[config.mk]
export PLATFORM = sky130hd
export DESIGN_NAME = lsu_ctrl_flat
export DESIGN_NICKNAME = d
export VERILOG_FILES = /design/src/rtl/lsu_pkg.sv /design/src/rtl/lsu_if.sv /design/src/rtl/lsu_align.sv /design/src/rtl/lsu_ctrl.sv /design/src/flat_wrapper.sv
export SDC_FILE = /design/constraint.sdc
export NUM_CORES = 1
export LEC_CHECK = 0
export ABC_AREA = 1
export CAP_MARGIN = 5
export CORE_UTILIZATION = 48
export CTS_CLUSTER_SIZE = 25
export DETAILED_ROUTE_END_ITERATION = 7
export PLACE_DENSITY_LB_ADDON = 0.05
export SETUP_SLACK_MARGIN = 0.2
export SYNTH_ARGS = -nofsm -noshare
export SYNTH_HDL_FRONTEND = slang
export SYNTH_SLANG_ARGS = --single-unit
[constraint.sdc]
create_clock -name clk -period 2.5 [get_ports clk]
set_clock_uncertainty 0.2 [all_clocks]
set_input_delay 0.625 -clock clk [delete_from_list [all_inputs] [get_ports clk]]
set_output_delay 0.625 -clock clk [all_outputs]
set_load 0.01 [all_outputs]
[src/rtl/lsu_pkg.sv]
// Shared definitions for the load/store unit: funct3 codes, FSM states, size and legality helpers.
package lsu_pkg;

    localparam logic [2:0] F3_B  = 3'b000;
    localparam logic [2:0] F3_H  = 3'b001;
    localparam logic [2:0] F3_W  = 3'b010;
    localparam logic [2:0] F3_BU = 3'b100;
    localparam logic [2:0] F3_HU = 3'b101;

    typedef enum logic [2:0] {
        IDLE  = 3'd0,
        REQ0  = 3'd1,
        WAIT0 = 3'd2,
        REQ1  = 3'd3,
        WAIT1 = 3'd4,
        RESP  = 3'd5,
        ERR   = 3'd6
    } lsu_state_t;

    // Access size in bytes; bit 2 of funct3 only selects the extension mode.
    function automatic logic [2:0] size_of(input logic [2:0] funct3);
        case (funct3[1:0])
            2'b00:   size_of = 3'd1;
            2'b01:   size_of = 3'd2;
            default: size_of = 3'd4;
        endcase
    endfunction

    // Stores have no unsigned variants; loads allow the five RV32I encodings.
    function automatic logic is_legal(input logic we, input logic [2:0] funct3);
        if (we) begin
            is_legal = (funct3 == F3_B) || (funct3 == F3_H) || (funct3 == F3_W);
        end else begin
            is_legal = (funct3 == F3_B) || (funct3 == F3_H) || (funct3 == F3_W) ||
                       (funct3 == F3_BU) || (funct3 == F3_HU);
        end
    endfunction

endpackage

[src/rtl/lsu_if.sv]
// Request/response and data-memory port bundle; master is the LSU side, slave the surrounding core/memory.
interface lsu_if #(
    parameter int unsigned ADDR_W = 32,
    parameter int unsigned DATA_W = 32
);
    logic              req_valid;
    logic              req_ready;
    logic              req_we;
    logic [2:0]        req_funct3;
    logic [ADDR_W-1:0] req_addr;
    logic [DATA_W-1:0] req_wdata;
    logic              rsp_valid;
    logic [DATA_W-1:0] rsp_rdata;
    logic              rsp_err;
    logic              mem_req;
    logic              mem_gnt;
    logic              mem_we;
    logic [3:0]        mem_be;
    logic [ADDR_W-1:0] mem_addr;
    logic [DATA_W-1:0] mem_wdata;
    logic              mem_rvalid;
    logic [DATA_W-1:0] mem_rdata;

    modport master (
        input  req_valid, req_we, req_funct3, req_addr, req_wdata,
        input  mem_gnt, mem_rvalid, mem_rdata,
        output req_ready, rsp_valid, rsp_rdata, rsp_err,
        output mem_req, mem_we, mem_be, mem_addr, mem_wdata
    );

    modport slave (
        output req_valid, req_we, req_funct3, req_addr, req_wdata,
        output mem_gnt, mem_rvalid, mem_rdata,
        input  req_ready, rsp_valid, rsp_rdata, rsp_err,
        input  mem_req, mem_we, mem_be, mem_addr, mem_wdata
    );
endinterface

[src/rtl/lsu_align.sv]
// Combinational lane logic: byte enables and write shifts for both beats, load gather and extension.
module lsu_align
    import lsu_pkg::*;
(
    input  logic [2:0]  i_funct3,
    input  logic [1:0]  i_off,
    input  logic [31:0] i_wdata,
    input  logic [31:0] i_rdata0,
    input  logic [31:0] i_rdata1,
    output logic [3:0]  o_be0_c,
    output logic [3:0]  o_be1_c,
    output logic [31:0] o_wdata0_c,
    output logic [31:0] o_wdata1_c,
    output logic        o_split_c,
    output logic [31:0] o_rdata_c
);
    logic [2:0]  w_size;
    logic [7:0]  w_mask;
    logic [63:0] w_wshift;
    logic [63:0] w_rshift;
    logic [31:0] w_raw;
    logic        w_sgn;

    // Two-word view: low half is beat 0, high half is beat 1.
    always_comb begin
        w_size     = size_of(i_funct3);
        w_mask     = ((8'd1 << w_size) - 8'd1) << i_off;
        o_be0_c    = w_mask[3:0];
        o_be1_c    = w_mask[7:4];
        o_split_c  = |w_mask[7:4];
        w_wshift   = {32'd0, i_wdata} << {i_off, 3'b000};
        o_wdata0_c = w_wshift[31:0];
        o_wdata1_c = w_wshift[63:32];
        w_rshift   = {i_rdata1, i_rdata0} >> {i_off, 3'b000};
        w_raw      = w_rshift[31:0];
        w_sgn      = ~i_funct3[2];
        case (w_size)
            3'd1:    o_rdata_c = {{24{w_sgn & w_raw[7]}}, w_raw[7:0]};
            3'd2:    o_rdata_c = {{16{w_sgn & w_raw[15]}}, w_raw[15:0]};
            default: o_rdata_c = w_raw;
        endcase
    end

endmodule

[src/rtl/lsu_ctrl.sv]
// Load/store unit controller: accepts one request, issues one or two memory beats, returns a response pulse.
module lsu_ctrl
    import lsu_pkg::*;
#(
    parameter int unsigned ADDR_W = 32,
    parameter int unsigned DATA_W = 32
) (
    input  logic clk,
    input  logic rst_n,
    lsu_if.master bus
);
    lsu_state_t        r_state;
    lsu_state_t        w_state_nxt;

    logic              r_we;
    logic [2:0]        r_f3;
    logic [ADDR_W-1:0] r_addr;
    logic [DATA_W-1:0] r_wdata;
    logic [DATA_W-1:0] r_rdata0;

    logic              r_req_ready;
    logic              r_mem_req;
    logic              r_mem_we;
    logic [3:0]        r_mem_be;
    logic [ADDR_W-1:0] r_mem_addr;
    logic [DATA_W-1:0] r_mem_wdata;
    logic              r_rsp_valid;
    logic [DATA_W-1:0] r_rsp_rdata;
    logic              r_rsp_err;

    logic              w_idle;
    logic [2:0]        w_f3;
    logic [ADDR_W-1:0] w_addr;
    logic [ADDR_W-1:0] w_word;
    logic [DATA_W-1:0] w_wdata;
    logic [DATA_W-1:0] w_rdata0;
    logic [3:0]        w_be0;
    logic [3:0]        w_be1;
    logic [DATA_W-1:0] w_wd0;
    logic [DATA_W-1:0] w_wd1;
    logic              w_split;
    logic [DATA_W-1:0] w_ld;

    logic              w_mem_req_nxt;
    logic              w_mem_we_nxt;
    logic [3:0]        w_mem_be_nxt;
    logic [ADDR_W-1:0] w_mem_addr_nxt;
    logic [DATA_W-1:0] w_mem_wdata_nxt;
    logic              w_rsp_valid_nxt;
    logic [DATA_W-1:0] w_rsp_rdata_nxt;
    logic              w_rsp_err_nxt;

    // In IDLE the lane logic looks at the live request so beat 0 can be registered at the accept edge.
    always_comb begin
        w_idle   = (r_state == IDLE);
        w_f3     = w_idle ? bus.req_funct3 : r_f3;
        w_addr   = w_idle ? bus.req_addr   : r_addr;
        w_wdata  = w_idle ? bus.req_wdata  : r_wdata;
        w_word   = {w_addr[ADDR_W-1:2], 2'b00};
        w_rdata0 = (r_state == WAIT0) ? bus.mem_rdata : r_rdata0;
    end

    lsu_align u_align (
        .i_funct3   (w_f3),
        .i_off      (w_addr[1:0]),
        .i_wdata    (w_wdata),
        .i_rdata0   (w_rdata0),
        .i_rdata1   (bus.mem_rdata),
        .o_be0_c    (w_be0),
        .o_be1_c    (w_be1),
        .o_wdata0_c (w_wd0),
        .o_wdata1_c (w_wd1),
        .o_split_c  (w_split),
        .o_rdata_c  (w_ld)
    );

    // State register.
    always_ff @(posedge clk or negedge rst_n) begin
        if (!rst_n) begin
            r_state <= IDLE;
        end else begin
            r_state <= w_state_nxt;
        end
    end

    // Next state plus next values of every registered output.
    always_comb begin
        w_state_nxt     = r_state;
        w_mem_we_nxt    = 1'b0;
        w_mem_be_nxt    = 4'd0;
        w_mem_addr_nxt  = '0;
        w_mem_wdata_nxt = '0;
        case (r_state)
            IDLE: begin
                if (bus.req_valid) begin
                    if (!is_legal(bus.req_we, bus.req_funct3)) begin
                        w_state_nxt = ERR;
                    end else begin
                        w_state_nxt     = REQ0;
                        w_mem_we_nxt    = bus.req_we;
                        w_mem_be_nxt    = w_be0;
                        w_mem_addr_nxt  = w_word;
                        w_mem_wdata_nxt = w_wd0;
                    end
                end
            end
            REQ0, REQ1: begin
                if (bus.mem_gnt) begin
                    w_state_nxt = (r_state == REQ0) ? WAIT0 : WAIT1;
                end else begin
                    w_mem_we_nxt    = r_mem_we;
                    w_mem_be_nxt    = r_mem_be;
                    w_mem_addr_nxt  = r_mem_addr;
                    w_mem_wdata_nxt = r_mem_wdata;
                end
            end
            WAIT0: begin
                if (bus.mem_rvalid) begin
                    if (w_split) begin
                        w_state_nxt     = REQ1;
                        w_mem_we_nxt    = r_we;
                        w_mem_be_nxt    = w_be1;
                        w_mem_addr_nxt  = w_word + ADDR_W'(4);
                        w_mem_wdata_nxt = w_wd1;
                    end else begin
                        w_state_nxt = RESP;
                    end
                end
            end
            WAIT1: begin
                if (bus.mem_rvalid) begin
                    w_state_nxt = RESP;
                end
            end
            default: w_state_nxt = IDLE;
        endcase
        w_mem_req_nxt   = (w_state_nxt == REQ0) || (w_state_nxt == REQ1);
        w_rsp_valid_nxt = (w_state_nxt == RESP) || (w_state_nxt == ERR);
        w_rsp_err_nxt   = (w_state_nxt == ERR);
        w_rsp_rdata_nxt = ((w_state_nxt == RESP) && !r_we) ? w_ld : '0;
    end

    // Request capture and beat-0 read data holding for split loads.
    always_ff @(posedge clk or negedge rst_n) begin
        if (!rst_n) begin
            r_we     <= 1'b0;
            r_f3     <= 3'd0;
            r_addr   <= '0;
            r_wdata  <= '0;
            r_rdata0 <= '0;
        end else begin
            if (w_idle && bus.req_valid) begin
                r_we    <= bus.req_we;
                r_f3    <= bus.req_funct3;
                r_addr  <= bus.req_addr;
                r_wdata <= bus.req_wdata;
            end
            if ((r_state == WAIT0) && bus.mem_rvalid) begin
                r_rdata0 <= bus.mem_rdata;
            end
        end
    end

    // Registered outputs; reset clears the memory request immediately.
    always_ff @(posedge clk or negedge rst_n) begin
        if (!rst_n) begin
            r_req_ready <= 1'b1;
            r_mem_req   <= 1'b0;
            r_mem_we    <= 1'b0;
            r_mem_be    <= 4'd0;
            r_mem_addr  <= '0;
            r_mem_wdata <= '0;
            r_rsp_valid <= 1'b0;
            r_rsp_rdata <= '0;
            r_rsp_err   <= 1'b0;
        end else begin
            r_req_ready <= (w_state_nxt == IDLE);
            r_mem_req   <= w_mem_req_nxt;
            r_mem_we    <= w_mem_we_nxt;
            r_mem_be    <= w_mem_be_nxt;
            r_mem_addr  <= w_mem_addr_nxt;
            r_mem_wdata <= w_mem_wdata_nxt;
            r_rsp_valid <= w_rsp_valid_nxt;
            r_rsp_rdata <= w_rsp_rdata_nxt;
            r_rsp_err   <= w_rsp_err_nxt;
        end
    end

    assign bus.req_ready = r_req_ready;
    assign bus.mem_req   = r_mem_req;
    assign bus.mem_we    = r_mem_we;
    assign bus.mem_be    = r_mem_be;
    assign bus.mem_addr  = r_mem_addr;
    assign bus.mem_wdata = r_mem_wdata;
    assign bus.rsp_valid = r_rsp_valid;
    assign bus.rsp_rdata = r_rsp_rdata;
    assign bus.rsp_err   = r_rsp_err;

endmodule

[src/flat_wrapper.sv]
// flat-port wrapper written by rule: the top's interface ports become plain ports
module lsu_ctrl_flat import lsu_pkg::*;
#(
    parameter int unsigned ADDR_W = 32,
    parameter int unsigned DATA_W = 32
)
  (clk, rst_n, bus_req_valid, bus_req_we, bus_req_funct3, bus_req_addr, bus_req_wdata, bus_mem_gnt, bus_mem_rvalid, bus_mem_rdata, bus_req_ready, bus_rsp_valid, bus_rsp_rdata, bus_rsp_err, bus_mem_req, bus_mem_we, bus_mem_be, bus_mem_addr, bus_mem_wdata);
  lsu_if #(.ADDR_W(ADDR_W), .DATA_W(DATA_W)) bus_i ();
  input  logic clk;
  input  logic rst_n;
  input wire logic [$bits(bus_i.req_valid)-1:0] bus_req_valid;
  input wire logic [$bits(bus_i.req_we)-1:0] bus_req_we;
  input wire logic [$bits(bus_i.req_funct3)-1:0] bus_req_funct3;
  input wire logic [$bits(bus_i.req_addr)-1:0] bus_req_addr;
  input wire logic [$bits(bus_i.req_wdata)-1:0] bus_req_wdata;
  input wire logic [$bits(bus_i.mem_gnt)-1:0] bus_mem_gnt;
  input wire logic [$bits(bus_i.mem_rvalid)-1:0] bus_mem_rvalid;
  input wire logic [$bits(bus_i.mem_rdata)-1:0] bus_mem_rdata;
  output wire logic [$bits(bus_i.req_ready)-1:0] bus_req_ready;
  output wire logic [$bits(bus_i.rsp_valid)-1:0] bus_rsp_valid;
  output wire logic [$bits(bus_i.rsp_rdata)-1:0] bus_rsp_rdata;
  output wire logic [$bits(bus_i.rsp_err)-1:0] bus_rsp_err;
  output wire logic [$bits(bus_i.mem_req)-1:0] bus_mem_req;
  output wire logic [$bits(bus_i.mem_we)-1:0] bus_mem_we;
  output wire logic [$bits(bus_i.mem_be)-1:0] bus_mem_be;
  output wire logic [$bits(bus_i.mem_addr)-1:0] bus_mem_addr;
  output wire logic [$bits(bus_i.mem_wdata)-1:0] bus_mem_wdata;
  assign bus_i.req_valid = bus_req_valid;
  assign bus_i.req_we = bus_req_we;
  assign bus_i.req_funct3 = bus_req_funct3;
  assign bus_i.req_addr = bus_req_addr;
  assign bus_i.req_wdata = bus_req_wdata;
  assign bus_i.mem_gnt = bus_mem_gnt;
  assign bus_i.mem_rvalid = bus_mem_rvalid;
  assign bus_i.mem_rdata = bus_mem_rdata;
  assign bus_req_ready = bus_i.req_ready;
  assign bus_rsp_valid = bus_i.rsp_valid;
  assign bus_rsp_rdata = bus_i.rsp_rdata;
  assign bus_rsp_err = bus_i.rsp_err;
  assign bus_mem_req = bus_i.mem_req;
  assign bus_mem_we = bus_i.mem_we;
  assign bus_mem_be = bus_i.mem_be;
  assign bus_mem_addr = bus_i.mem_addr;
  assign bus_mem_wdata = bus_i.mem_wdata;
  lsu_ctrl #(.ADDR_W(ADDR_W), .DATA_W(DATA_W)) u_core (.clk(clk), .rst_n(rst_n), .bus(bus_i));
endmodule
* Word level (Yosys, flattened, before mapping)
Index checks and enable logic that the tools add are counted.
** Word-level totals
- Flip-flop bits (word level) :: 208
- Logic and storage cells :: 97
** Cells by class
- $add $sub $neg :: 2
- Equal/unequal tests :: 16
- Shift-type cells :: 4
- Muxes and demuxes :: 41
- Bitwise gates (word level) :: 3
- Reduce and logical (&&, ||, !) cells :: 16
** Operators with widths (number)
- $mux W32 :: 13
- $pmux W32 S3 :: 2
- $pmux W32 S2 :: 1
- $shl A32 B5 Y64 :: 1
- $shr A64 B5 Y32 :: 1
- $add A32 B3 Y32 const B :: 1
- $mux W3 :: 8
- $mux W4 :: 5
- $eq A3 B2 Y1 const B :: 5
- $eq A3 B3 Y1 const B :: 5
- $eq A3 B1 Y1 const B :: 4
- $pmux W3 S4 :: 1
- $pmux W4 S3 :: 1
- $logic_not A3 Y1 :: 3
- $mux W1 :: 8
- $shl A1 B3 Y8 const A :: 1
- $shl A8 B2 Y8 :: 1
- $sub A8 B1 Y8 const B :: 1
- $logic_or A1 B1 Y1 :: 6
- $pmux W3 S2 :: 1
- $reduce_or A4 Y1 :: 1
- $logic_and A1 B1 Y1 :: 3
- $pmux W1 S3 :: 1
- $and A1 B1 Y1 :: 2
- 6 further kinds :: 6

* Logic depth before layout (Yosys ltp)
- Word-level depth :: 14
- Gate-level depth with buffers :: 18

* By module
Synthesis repeated with hierarchy kept, for this count alone.
** Second synthesis, totals
- Cells, all modules :: 1829
- Area, all modules :: 12460.7 sq um
** By module, submodules not included
- lsu_ctrl :: instances 1, cells each 1379, area an instance 10259.8 sq um, seq. area each 5156.2 sq um
- lsu_align :: instances 1, cells each 450, area an instance 2200.9 sq um, seq. area each 0.0 sq um

* Least setup slack after synthesis
No wires, ideal clock.
- Path kind :: reg-to-reg
- Start point :: register u_core.r_state[1]
- End point :: register u_core.r_mem_we (netlist: u_core.bus.mem_we)
- Setup time :: 0.087 ns
- Arrival time :: 2.269 ns
- Required time :: 2.213 ns
- Slack :: -0.056 ns
- Stages on the path, launching flop included :: 15
- Path buffers :: 2
- Period minus slack after synthesis :: 2.556 ns
- Cells stage by stage :: dfrtp_1 -> inv_2 -> nand2_4 -> o21ai_2 -> inv_1 -> ha_1 -> inv_1 -> nand2_1 -> o21ai_1 -> nand2_1 -> nand3_2 -> nand2_1 -> buf_2 -> buf_6 -> o211ai_1
** Between the ends
- Word-level cells in the longest chain between the ends :: 11
** RTL lines
- from (decl) :: line lsu_ctrl.sv:12 : lsu_state_t r_state;
- from (signal assigned) :: line lsu_ctrl.sv:82 : r_state <= w_state_nxt;
- $logic_not A3 Y1 :: line lsu_ctrl.sv:55, lsu_ctrl.sv:93
- $mux W3 :: line lsu_ctrl.sv:56 : w_f3 = w_idle ? bus.req_funct3 : r_f3;
- $eq A2 B1 Y1 / $logic_not A2 Y1 (equally long branches) :: line lsu_pkg.sv:22 : case (funct3[1:0])
- $pmux W3 S2 :: line lsu_pkg.sv:22
- $shl A1 B3 Y8 :: line lsu_align.sv:27 : w_mask = ((8'd1 << w_size) - 8'd1) << i_off;
- $sub A8 B1 Y8 :: line lsu_align.sv:27
- $shl A8 B2 Y8 :: line lsu_align.sv:27
- $reduce_or A4 Y1 :: line lsu_align.sv:30 : o_split_c = |w_mask[7:4];
- $mux W1 :: line lsu_ctrl.sv:119 : if (w_split) begin
- $mux W1 :: line lsu_ctrl.sv:118 : if (bus.mem_rvalid) begin
- $pmux W1 S3 :: line lsu_ctrl.sv:93 : case (r_state)
- to (signal assigned) :: line lsu_ctrl.sv:179 : r_mem_we <= w_mem_we_nxt;
- to (decl) :: line lsu_ctrl.sv:23 : logic r_mem_we;
Parallel ways exist; a longest one is shown, timed or not.
A chain may end at the register's enable or synchronous reset.

* Worst setup path in the final report
- Start point :: register u_core.r_state[2]
- End point :: register u_core.r_rsp_rdata[8] (netlist: u_core.bus.rsp_rdata[8])
** Between the ends
- Word-level cells in the longest chain between the ends :: 14
** RTL lines
- $logic_not A3 Y1 :: line lsu_ctrl.sv:55, lsu_ctrl.sv:93
- $mux W3 :: line lsu_ctrl.sv:56
- $eq A2 B1 Y1 / $logic_not A2 Y1 (equally long branches) :: line lsu_pkg.sv:22
- $pmux W3 S2 :: line lsu_pkg.sv:22
- $shl A1 B3 Y8 :: line lsu_align.sv:27
- $sub A8 B1 Y8 :: line lsu_align.sv:27
- $shl A8 B2 Y8 :: line lsu_align.sv:27
- $reduce_or A4 Y1 :: line lsu_align.sv:30
- $mux W3 :: line lsu_ctrl.sv:119
- $mux W3 :: line lsu_ctrl.sv:118
- $pmux W3 S4 * :: line lsu_ctrl.sv:93
- net u_core.w_state_nxt[2] :: line lsu_ctrl.sv:13 : lsu_state_t w_state_nxt;
- $eq A3 B3 Y1 * :: line lsu_ctrl.sv:140 : w_rsp_rdata_nxt = ((w_state_nxt == RESP) && !r_we) ? w_ld : '0;
- $logic_and A1 B1 Y1 * :: line lsu_ctrl.sv:140
- $mux W32 * :: line lsu_ctrl.sv:140
- net u_core.w_rsp_rdata_nxt[8] :: line lsu_ctrl.sv:50 : logic [DATA_W-1:0] w_rsp_rdata_nxt;
- to (signal assigned) :: line lsu_ctrl.sv:184 : r_rsp_rdata <= w_rsp_rdata_nxt;
- to (decl) :: line lsu_ctrl.sv:28 : logic [DATA_W-1:0] r_rsp_rdata;
The timed path passes the listed nets; every way through them passes the cells marked *.

==> reports/results.ini <==
[setup_path]
worst_setup_path_start_kind=register
cp_data_arrival_time_ps=2930
crit_slowest_cell=dfrtp_1
worstPathBufferInverterCount=4
path_max_fanout=8
worst-setup-path-type=register to register
cp-end-kind=register
required_ps=2750
slowest_delay_ps=420
crit_family=simple AND/OR/NAND/NOR gates
worstPathCellList=nor2_4, nand2_4, o21ai_4, inv_2, ha_4, inv_2, nand2_2, o21ai_2, nand2_2, nand3_2, buf_6, o21ai_4, nand3_4, buf_12, a21oi_4

[detailed_routing]
num_vias=12200
dr.first_iter.drc_count=1054
final_antenna_net_count=0
wl_per_cell_um=16.6
drt-pass1-iter-count=6
wirelength_mm=38.4
viasPerCell=5.25
drc_errors=0

[synth]
synthFlopType=dfrtp_1
ys_seq_area_frac=0.446
synthesis.area_um2=11600
ys_async_sr_fraction=1.00
synth_cell_types=43
synth_area_per_cell_um2=7.15
synth_cells=1616
synth-seq-cells=206
yosys_warnings=0
synth-edff-count=0

[sta]
fin_crit_ps=2680
rsz0062_at_grt=true
post-route-period-util=1.07
hold_viol=0
maxSlewViolCount=0
fin_setup_tns_ps=-9090
fmax_mhz=373
hold_slack_ps=283
worst_slack_ps=-180
finalSetupViolations=81

[clocking]
cts_tree=done
cts_buffers=23
h-tree-depth=1
cts_root_buf=clkbuf_16
clock_sinks=206
cts.clk_slew.worst_paths_ps=70
clk_path_buf_depth=3
clkLatencyLatePin_ps=520

[place]
numPortBuffers=207
place_inst=2249
hpwl_mm=26.8
gp_congestion=0.938

[grt]
grt_pass1_wl_mm=60.1
first_global_vias=11300
grt_overflow=0
grtUsageTotal=0.312
antenna_found_initial=0
grt_start_max_net_pins=113

[final_layout]
final_cell_mix=551 x nand2_1, 205 x dfrtp_1, 188 x o21ai_0, 185 x buf_4, 176 x clkdlybuf4s50_1
syn_to_final_growth_pct=45.8
mostFrequentLayoutCell=nand2_1
drive_above_1_share=0.186
final_nets=2094
antenna_cells=0
final_cells=2322

[floorplan]
num_rows=56
io_pins=210
dieHeight_um=157
core-area_um2=23500
chipWidth_um=157
floorplan.initialDensity=0.491
die-area_um2=24700

[power_and_ir_drop]
ir_drop_v=0.00106
powerDensity_nw_per_um2=1390
cellLeakagePower_nw=8.41
p_total_w=0.0234

[hold_path]
hold_path.class=register to register

[status]
violations=setup timing
status=finished with violations

[run]
cap_violations=0

==> cells in the mapped netlist (3+ instances only) <==
master | count | share of area
o21ai_1 | 10 | 0.0043
nand2_1 | 559 | 0.18
xor2_1 | 5 | 0.0038
o221ai_1 | 12 | 0.0091
nand4_1 | 8 | 0.0043
inv_1 | 176 | 0.057
nor3_1 | 4 | 0.0017
buf_2 | 13 | 0.0056
a21oi_2 | 6 | 0.0045
nand2_2 | 4 | 0.0022
o31ai_1 | 6 | 0.0039
buf_1 | 11 | 0.0036
nor2_2 | 4 | 0.0022
nand3b_1 | 3 | 0.0019
nor2_1 | 102 | 0.033
nor2_4 | 4 | 0.0039
a22oi_1 | 6 | 0.0039
o211ai_1 | 34 | 0.022
clkbuf_1 | 47 | 0.015
buf_6 | 7 | 0.0068
nand3_1 | 91 | 0.039
buf_4 | 11 | 0.0071
o22ai_1 | 7 | 0.0038
inv_2 | 6 | 0.0019
o21ai_0 | 217 | 0.094
o21ai_2 | 8 | 0.0061
o21a_1 | 6 | 0.0039
a21oi_1 | 27 | 0.012
dfrtp_1 | 205 | 0.44
==> path summary, 6_finish.rpt <==
path	from	endpoint	slack (ps)	cells after the start
worst max-delay path	u_core.r_state[2]$_DFF_PN0_	u_core.bus.rsp_rdata[8]$_DFF_PN0_	-180	15
max in group asynchronous	rst_n	u_core.bus.mem_addr[24]$_DFFE_PN0P_	970	3
worst min-delay path	u_core.r_wdata[10]$_DFFE_PN0P_	u_core.r_wdata[10]$_DFFE_PN0P_	280	2
min in group asynchronous	rst_n	u_core.r_addr[16]$_DFFE_PN0P_	370	2
worst max register to register	u_core.r_state[2]$_DFF_PN0_	u_core.bus.rsp_rdata[8]$_DFF_PN0_	-180	15
worst min register to register	u_core.r_wdata[10]$_DFFE_PN0P_	u_core.r_wdata[10]$_DFFE_PN0P_	280	2
==> layout make-up <==
cell class	count	area, µm²
sequential	206	5160
timing repair buffer	433	4170
multi-input combinational	1141	5630
tap	319	399
inverter	182	698
fill	1945	6700
clock buffer	30	652
clock inverter	11	138
==> state kept, by name, summed over array words and instances, names as in the netlist <==
signal,flops
u_core.bus.rsp_rdata,32
u_core.bus.mem_addr,30
u_core.r_we,1
u_core.bus.rsp_err,1
u_core.bus.mem_be,4
u_core.r_wdata,32
u_core.bus.mem_we,1
u_core.r_f3,3
u_core.bus.mem_req,1
u_core.bus.req_ready,1
u_core.r_addr,32
u_core.bus.rsp_valid,1
u_core.r_rdata0,32
u_core.r_state,3
u_core.bus.mem_wdata,32
==> per-layer routing <==
metal  vias up  share of wire  track usage
li1       5920              -            -
met1      5707           0.45        0.452
met2       503           0.46        0.492
met3        56          0.072       0.0413
met4         0          0.023       0.0828
met5         -              0            0
==> report_power, final <==
group	switching [W]	internal (W)
Sequential	0.000673	0.00455
Combinational	0.00842	0.00624
Clock	0.00142	0.00214
==> per-stage QoR <==
step | worst slack [ps] | cell area [µm²] | utilization
floorplan | 27.0 | 11600 | -
detailed placement | -590 | 15200 | 0.647
CTS | -82.3 | 16600 | 0.703
finish | -180 | 16800 | 0.715
global placement | -524 | 15200 | 0.647
global route | -257 | 16800 | 0.715
==> cell families after synthesis <==
logic type               share of synthesized area
flip-flops                                   0.446
adder cells (fa/ha/maj)                    0.00217
other                                     0.000325
buffers and inverters                       0.0976
AO/OA/AOI/OAI                                0.172
XOR/XNOR                                   0.00455
AND/OR/NAND/NOR                              0.277
==> tightest hold or removal path, cell delays in order (launching register included) <==
cell and delay (ps):
dfrtp_1 340, nand2_1 50, o21ai_0 60
==> what timing repair did <==
item                       CTS  global route
setup endpoints to repair  119           118
buffers inserted            20             5
hold buffers                 1             0
hold endpoints to repair    26             0
pin swaps                   10            13
resized for setup           92            91
gates cloned                 5             1
(Power assumes the default switching activity.)
